$ cat config.mk
export PLATFORM = sky130hd
export DESIGN_NAME = byte_serializer
export DESIGN_NICKNAME = d
export VERILOG_FILES = /design/src/rtl/byte_serializer.sv
export SDC_FILE = /design/constraint.sdc
export NUM_CORES = 1
export LEC_CHECK = 0
export CELL_PAD_IN_SITES_DETAIL_PLACEMENT = 1
export CELL_PAD_IN_SITES_GLOBAL_PLACEMENT = 1
export CORE_ASPECT_RATIO = 0.75
export CORE_UTILIZATION = 31
export CTS_CLUSTER_DIAMETER = 200
export CTS_CLUSTER_SIZE = 12
export DETAILED_ROUTE_END_ITERATION = 8
export GPL_ROUTABILITY_DRIVEN = 0
export PLACE_DENSITY_LB_ADDON = 0.1
export SLEW_MARGIN = 20
export SYNTH_ARGS = -nofsm -noshare
export SYNTH_HDL_FRONTEND = slang
export SYNTH_SLANG_ARGS = --single-unit
$ cat constraint.sdc
create_clock -name clk -period 1.5 [get_ports clk]
set_input_delay 0.15 -clock clk [delete_from_list [all_inputs] [get_ports clk]]
set_output_delay 0.15 -clock clk [all_outputs]
set_load 0.05 [all_outputs]
$ cat src/rtl/byte_serializer.sv
// Parallel-to-serial converter: takes one DATA_W-bit word over a valid/ready
// handshake and shifts it out one bit per ser_en strobe, with gapless reload.
module byte_serializer #(
    parameter int DATA_W    = 8,
    parameter bit LSB_FIRST = 1'b1
) (
    input  logic              clk,
    input  logic              rst_n,
    input  logic [DATA_W-1:0] in_data,
    input  logic              in_valid,
    output logic              in_ready,
    input  logic              ser_en,
    output logic              ser_out,
    output logic              ser_valid,
    output logic              ser_last,
    output logic              busy
);

    localparam int CNT_W = (DATA_W > 1) ? $clog2(DATA_W) : 1;
    localparam logic [0:0] ST_IDLE  = 1'b0;
    localparam logic [0:0] ST_SHIFT = 1'b1;
    localparam logic [CNT_W-1:0] CNT_LAST = CNT_W'(DATA_W - 1);

    logic [0:0]        state_q, state_d;
    logic [DATA_W-1:0] shift_q, shift_d;
    logic [CNT_W-1:0]  cnt_q, cnt_d;
    logic              in_shift_s;
    logic              last_s;
    logic              ready_s;
    logic              accept_s;
    logic              out_bit_s;

    assign in_shift_s = (state_q == ST_SHIFT);
    assign last_s     = (cnt_q == CNT_LAST);
    assign accept_s   = in_valid && ready_s;

    // Ready depends only on registered state and ser_en; held low during reset.
    always_comb begin
        ready_s = 1'b0;
        case (state_q)
            ST_IDLE:  ready_s = 1'b1;
            ST_SHIFT: ready_s = last_s && ser_en;
            default:  ready_s = 1'b0;
        endcase
        if (!rst_n) begin
            ready_s = 1'b0;
        end else begin
            ready_s = ready_s;
        end
    end

    // Output-end bit selection for the configured bit order.
    always_comb begin
        out_bit_s = 1'b0;
        if (LSB_FIRST) begin
            out_bit_s = shift_q[0];
        end else begin
            out_bit_s = shift_q[DATA_W-1];
        end
    end

    // Next-state logic: load on accept, shift on ser_en, reload or retire at the last bit.
    always_comb begin
        state_d = state_q;
        shift_d = shift_q;
        cnt_d   = cnt_q;
        case (state_q)
            ST_IDLE: begin
                if (accept_s) begin
                    state_d = ST_SHIFT;
                    shift_d = in_data;
                    cnt_d   = {CNT_W{1'b0}};
                end else begin
                    state_d = ST_IDLE;
                end
            end
            ST_SHIFT: begin
                if (!ser_en) begin
                    state_d = ST_SHIFT;
                end else if (!last_s) begin
                    cnt_d = cnt_q + CNT_W'(1);
                    if (LSB_FIRST) begin
                        shift_d = {1'b0, shift_q[DATA_W-1:1]};
                    end else begin
                        shift_d = {shift_q[DATA_W-2:0], 1'b0};
                    end
                end else if (accept_s) begin
                    // Gapless: the next word replaces the finished one on the same edge.
                    shift_d = in_data;
                    cnt_d   = {CNT_W{1'b0}};
                end else begin
                    state_d = ST_IDLE;
                    shift_d = {DATA_W{1'b0}};
                    cnt_d   = {CNT_W{1'b0}};
                end
            end
            default: begin
                state_d = ST_IDLE;
                shift_d = {DATA_W{1'b0}};
                cnt_d   = {CNT_W{1'b0}};
            end
        endcase
    end

    // State registers; asynchronous reset discards any partially sent word.
    always_ff @(posedge clk or negedge rst_n) begin
        if (!rst_n) begin
            state_q <= ST_IDLE;
            shift_q <= {DATA_W{1'b0}};
            cnt_q   <= {CNT_W{1'b0}};
        end else begin
            state_q <= state_d;
            shift_q <= shift_d;
            cnt_q   <= cnt_d;
        end
    end

    assign in_ready  = ready_s;
    assign ser_valid = in_shift_s;
    assign busy      = in_shift_s;
    assign ser_out   = in_shift_s && out_bit_s;
    assign ser_last  = in_shift_s && last_s;

endmodule

After elaboration in Yosys (flattened, before gate mapping)

Cells that the tools add are included.

Register bits after elaboration: 12
Bits in latches: 0
RAM bits: 0
ROM bits: 0
Input port bits: 12
Output and inout port bits: 5
Word-level logic and storage cells: 28
Memories kept: 0

Add/subtract/negate cells: 1
$mul: 0
Div/mod/pow operators: 0
$lt $le $gt $ge: 0
Equal/unequal tests: 3
Shifts and indexed selects: 0
Mux-type cells: 15
Bitwise logic cells: 1
Reductions and logical operators: 5

Operator list:

| kind                | count |
|---|---|
| $mux 8              | 4 |
| $pmux 8 s2          | 1 |
| $mux 3              | 3 |
| $pmux 3 s2          | 1 |
| $logic_and 1x1->1   | 4 |
| $mux 1              | 4 |
| $ne 2x2->1 const B  | 2 |
| $pmux 1 s2          | 2 |
| $add 3x1->3 const B | 1 |
| $eq 3x3->1 const B  | 1 |
| $reduce_and 2->1    | 1 |
| $not 1->1           | 1 |

Logic depth before layout (Yosys ltp)

Word-level depth: 9
Depth in mapped cells: 6
Mapped depth without buffers: 5

Worst setup path before layout

OpenSTA, ideal clock, no wires.

Path kind: register to output
Start: reg cnt_q[0]
End: out in_ready
Data arrival time: 1.896 ns
Data required time: 1.350 ns
Path slack: -0.546 ns
Stages on the path, launching flop included: 5
Buffers on the path: 0
Cells stage by stage: dfrtp_1 -> ha_1 -> ha_1 -> nand2_1 -> a21boi_0

Cells in the longest elaborated chain, start to end: 4

Ends and longest elaborated chain:

| what                     | line | text |
|---|---|---|
| start: declaration       | 26   | `logic [CNT_W-1:0] cnt_q, cnt_d;` |
| start signal: assignment | 110  | `cnt_q <= {CNT_W{1'b0}};` |
| start signal: assignment | 114  | `cnt_q <= cnt_d;` |
| $eq 3x3->1               | 34   | `assign last_s = (cnt_q == CNT_LAST);` |
| $logic_and 1x1->1        | 42   | `ST_SHIFT: ready_s = last_s && ser_en;` |
| $pmux 1 s2               | 40   | `case (state_q)` |
| $mux 1                   | 45   | `if (!rst_n) begin` |
| end: declaration         | 11   | `output logic in_ready,` |

Every way passes these cells.

Worst setup path in the final report

Start: reg cnt_q[0]
End: reg shift_q[5]

Cells in the longest elaborated chain, start to end: 9
Elaborated cells on any way between the ends: 11
Those cells by class: 2 x eq/ne; 6 x mux; 3 x reduce/logical

Ends and longest elaborated chain:

| what                   | line | text |
|---|---|---|
| $eq 3x3->1 (*)         | 34   |  |
| $logic_and 1x1->1      | 42   |  |
| $pmux 1 s2             | 40   |  |
| $mux 1                 | 45   |  |
| $logic_and 1x1->1      | 35   | `assign accept_s = in_valid && ready_s;` |
| $mux 8                 | 87   | `end else if (accept_s) begin` |
| $mux 8                 | 80   | `end else if (!last_s) begin` |
| $mux 8                 | 78   | `if (!ser_en) begin` |
| $pmux 8 s2             | 67   | `case (state_q)` |
| end signal: assignment | 109  | `shift_q <= {DATA_W{1'b0}};` |
| end signal: assignment | 113  | `shift_q <= shift_d;` |
| end: declaration       | 25   | `logic [DATA_W-1:0] shift_q, shift_d;` |

Every way passes the cells marked *; elsewhere a longest branch is shown, timed or not. The select of a mux whose other input is x is not followed.
A chain may end at the register's enable or synchronous reset.

==> flow_summary.ini <==
[timing]
tightest_slew_ns = 0.334
rsz0062_at_grt = yes
final.setup_skew_ns = 0.0148
min_period_ns = 1.64
setup-violations-final = 7
worst_slack_ns = -0.137
finalHoldViolCount = 0
final_max_slew_viol_count = 0
fin_crit_sh_pct = 109
clock.fmax_ghz = 0.611
slew_headroom_pct = 77.7

[place]
portBuffers = 16
dp_hpwl_um = 1280
place_area_sq_um = 908

[logic_synthesis]
yosys-top-cells-area = dfrtp_1 47%, a31oi_1 5.9%, nor3_1 5.5%
yosysWarnings = 0
syn_inst = 66
yosysMostFrequentCell = dfrtp_1
netlist-cell-type-count = 23
synthTopCellsByCount = 12 x dfrtp_1, 8 x nand2_1, 7 x nor3_1, 7 x o21ai_0, 6 x a31oi_1
synth-main-ff-cell = dfrtp_1
synth_area_per_cell_sq_um = 9.59
synth_fp_nets = 80
syn_area_sq_um = 633
ys_ff_latch = 12
yosysTopAreaCell = dfrtp_1
yosysSeqAreaShare_pct = 47.4
synth_edf_count = 0
async_reset_ff_share_pct = 100
synth_top_area_share_pct = 47.4

[route]
wirelength_um = 2020
drc = 0
ant_nets = 0
wl_per_cell_um = 17.1
drtIter0Drc = 13
vias = 624
viasPerCell = 5.29
first_pass_iters = 4

[cts]
clockBufferDepth = 2
cts_root_buf = clkbuf_4
cts.htree.levels = 1
cts_tree = built
numCtsBuffers = 3
clk_pin_slew_ns = 0.09
insertion_delay_ns = 0.28
cts_num_sinks = 12

[global_routing]
gr-total-overflow = 0
grt_max_degree = 11
grt_use_total_pct = 20.6
grt_pass1_wl_um = 2960
first_global_vias = 611
antenna_found_initial = 0

[floorplanning]
num_rows = 13
dieWidth_um = 54.2
fp.dieArea_sq_um = 2230
die_h_um = 41.1
io_pins = 17
start_util_pct = 34.8
coreArea_sq_um = 1820

[cells_and_area]
nets = 111
areaGrowthSynthToFinish_pct = 67.0
final_cell_area_sq_um = 1060
drive_gt1_share_pct = 42.7
n_antenna_cell = 0

[power_and_ir_drop]
p_switching_uw = 839
power.density_nw_per_um2 = 1940
power.total_mw = 2.05
p_comb_share_pct = 60.0
p_sw_share_pct = 40.9
vdd_drop_max_uv = 1270
intPower_mw = 1.21
seqPwrFrac_pct = 29.3
leakage_nw = 0.466
clkPwrFrac_pct = 10.8

[setup_path]
critPathMaxFanout = 7
arrival_ns = 1.81
worstReg2RegStart = cnt_q[0]
end_kind = register
worstReg2RegEnd = shift_q[5]
crit_chain = ha_2 > ha_4 > buf_6 > buf_6 > nor2b_4 > buf_6 > nand2_1 > a31oi_1
cp_common_cell = buf_6
cpPeakStageDelay_ns = 0.38
r2r_cells = 8
slowest_stage = dfrtp_1
required_ns = 1.67
crit_type = reg2reg
rrSetupSlack_ns = -0.14
crit_path_start_kind = register

[status]
status = finished, violations left
failed_checks = setup timing

[run]
drv_cap = 0

[hold_path]
worstHoldPathType = in2async
worst max-delay path, delay by kind of cell (launching register included):
| family | cells | cell delay [ns] |
|---|---|---|
| AO/OA/AOI/OAI | 1 | 0.24 |
| adder cells (fa/ha/maj) | 2 | 0.36 |
| buffers and inverters | 3 | 0.37 |
| flip-flops | 1 | 0.38 |
| AND/OR/NAND/NOR | 2 | 0.18 |
per-layer routing:
| layer | track usage, % | up-vias | share of wire, % |
|---|---|---|---|
| met4 | 5.77 | 0 | 0.94 |
| li1 | - | 301 | - |
| met2 | 33.5 | 17 | 50 |
| met3 | 7.78 | 4 | 3.9 |
| met1 | 25.7 | 302 | 45 |
| met5 | 0 | - | 0 |
sequential cells by signal (all words and copies together) (netlist names):
| name | flops |
|---|---|
| busy | 1 |
| cnt_q | 3 |
| shift_q | 8 |
cells in the final DEF, fill, tap and decap left out, drive strengths merged, types with 2 or more instances in the layout:
cell type / netlist / final
ha: 2 / 2
nor2: 2 / 2
clkbuf: 1 / 4
buf: 4 / 20
inv: 2 / 2
a31oi: 7 / 7
and2: 3 / 3
o21ai: 8 / 8
clkdlybuf4s50: 0 / 11
nor3: 7 / 7
nand2: 8 / 8
dfrtp: 12 / 12
a22o: 3 / 3
final cells by class:
type                            count  area [sq um]
Timing Repair Buffer               31           333
Tap cell                           22          27.5
Fill cell                         204           764
Multi-Input combinational cell     47           362
Sequential cell                    12           302
Inverter                            2          7.51
Clock buffer                        4          26.3
per-stage QoR:
| stage | hold slack [ns] | setup slack, ns | setup TNS (ns) | std cells | utilization [%] |
|---|---|---|---|---|---|
| after CTS | 0.235 | -0.0857 | -0.363 | 118 | 56.2 |
| after global placement | 0.498 | -0.0237 | -0.0237 | 110 | 49.9 |
| after detailed placement | 0.493 | -0.00394 | -0.00394 | 110 | 49.9 |
| final | 0.225 | -0.137 | -0.360 | 118 | 58.0 |
| after global routing | 0.254 | -0.178 | -1.00 | 118 | 58.0 |
| after floorplan | -0.146 | 0.0285 | 0 | 66 | - |
power by group through the flow:
stage / clock [mW] / combinational, mW / sequential (mW)
3_3_place_gp: 0 / 0.953 / 0.573
2_1_floorplan: 0 / 0.552 / 0.583
6_report: 0.220 / 1.23 / 0.601
5_1_grt: 0.242 / 1.31 / 0.619
4_1_cts: 0.229 / 1.12 / 0.588
3_5_place_dp: 0 / 0.975 / 0.578
logic make-up (layout without fill, tap and decap cells):
| logic type | count (synthesis) | after routing | synth area share [%] |
|---|---|---|---|
| AO/OA/AOI/OAI | 21 | 21 | 22.3 |
| adder cells (fa/ha/maj) | 2 | 2 | 3.95 |
| buffers and inverters | 7 | 37 | 7.11 |
| flip-flops | 12 | 12 | 47.4 |
| AND/OR/NAND/NOR | 24 | 24 | 19.2 |
worst max-delay path by stage:
stage          startpoint    endpoint  cells past startpoint
4_1_cts          cnt_q[1]    ser_last                      5
3_3_place_gp        rst_n  shift_q[5]                      4
6_report         cnt_q[0]  shift_q[5]                      8
3_5_place_dp     cnt_q[0]  shift_q[5]                      7
2_1_floorplan    cnt_q[0]  shift_q[6]                      6
5_1_grt          cnt_q[1]    in_ready                      6
what timing repair did:
action | 4_1_cts | 5_1_grt
pin swaps | 9 | 9
setup endpoints to repair | 6 | 10
setup buffers | 4 | 0
resized for setup | 16 | 16
hold buffers | 0 | 0
Power figures use the tool's default switching activity.
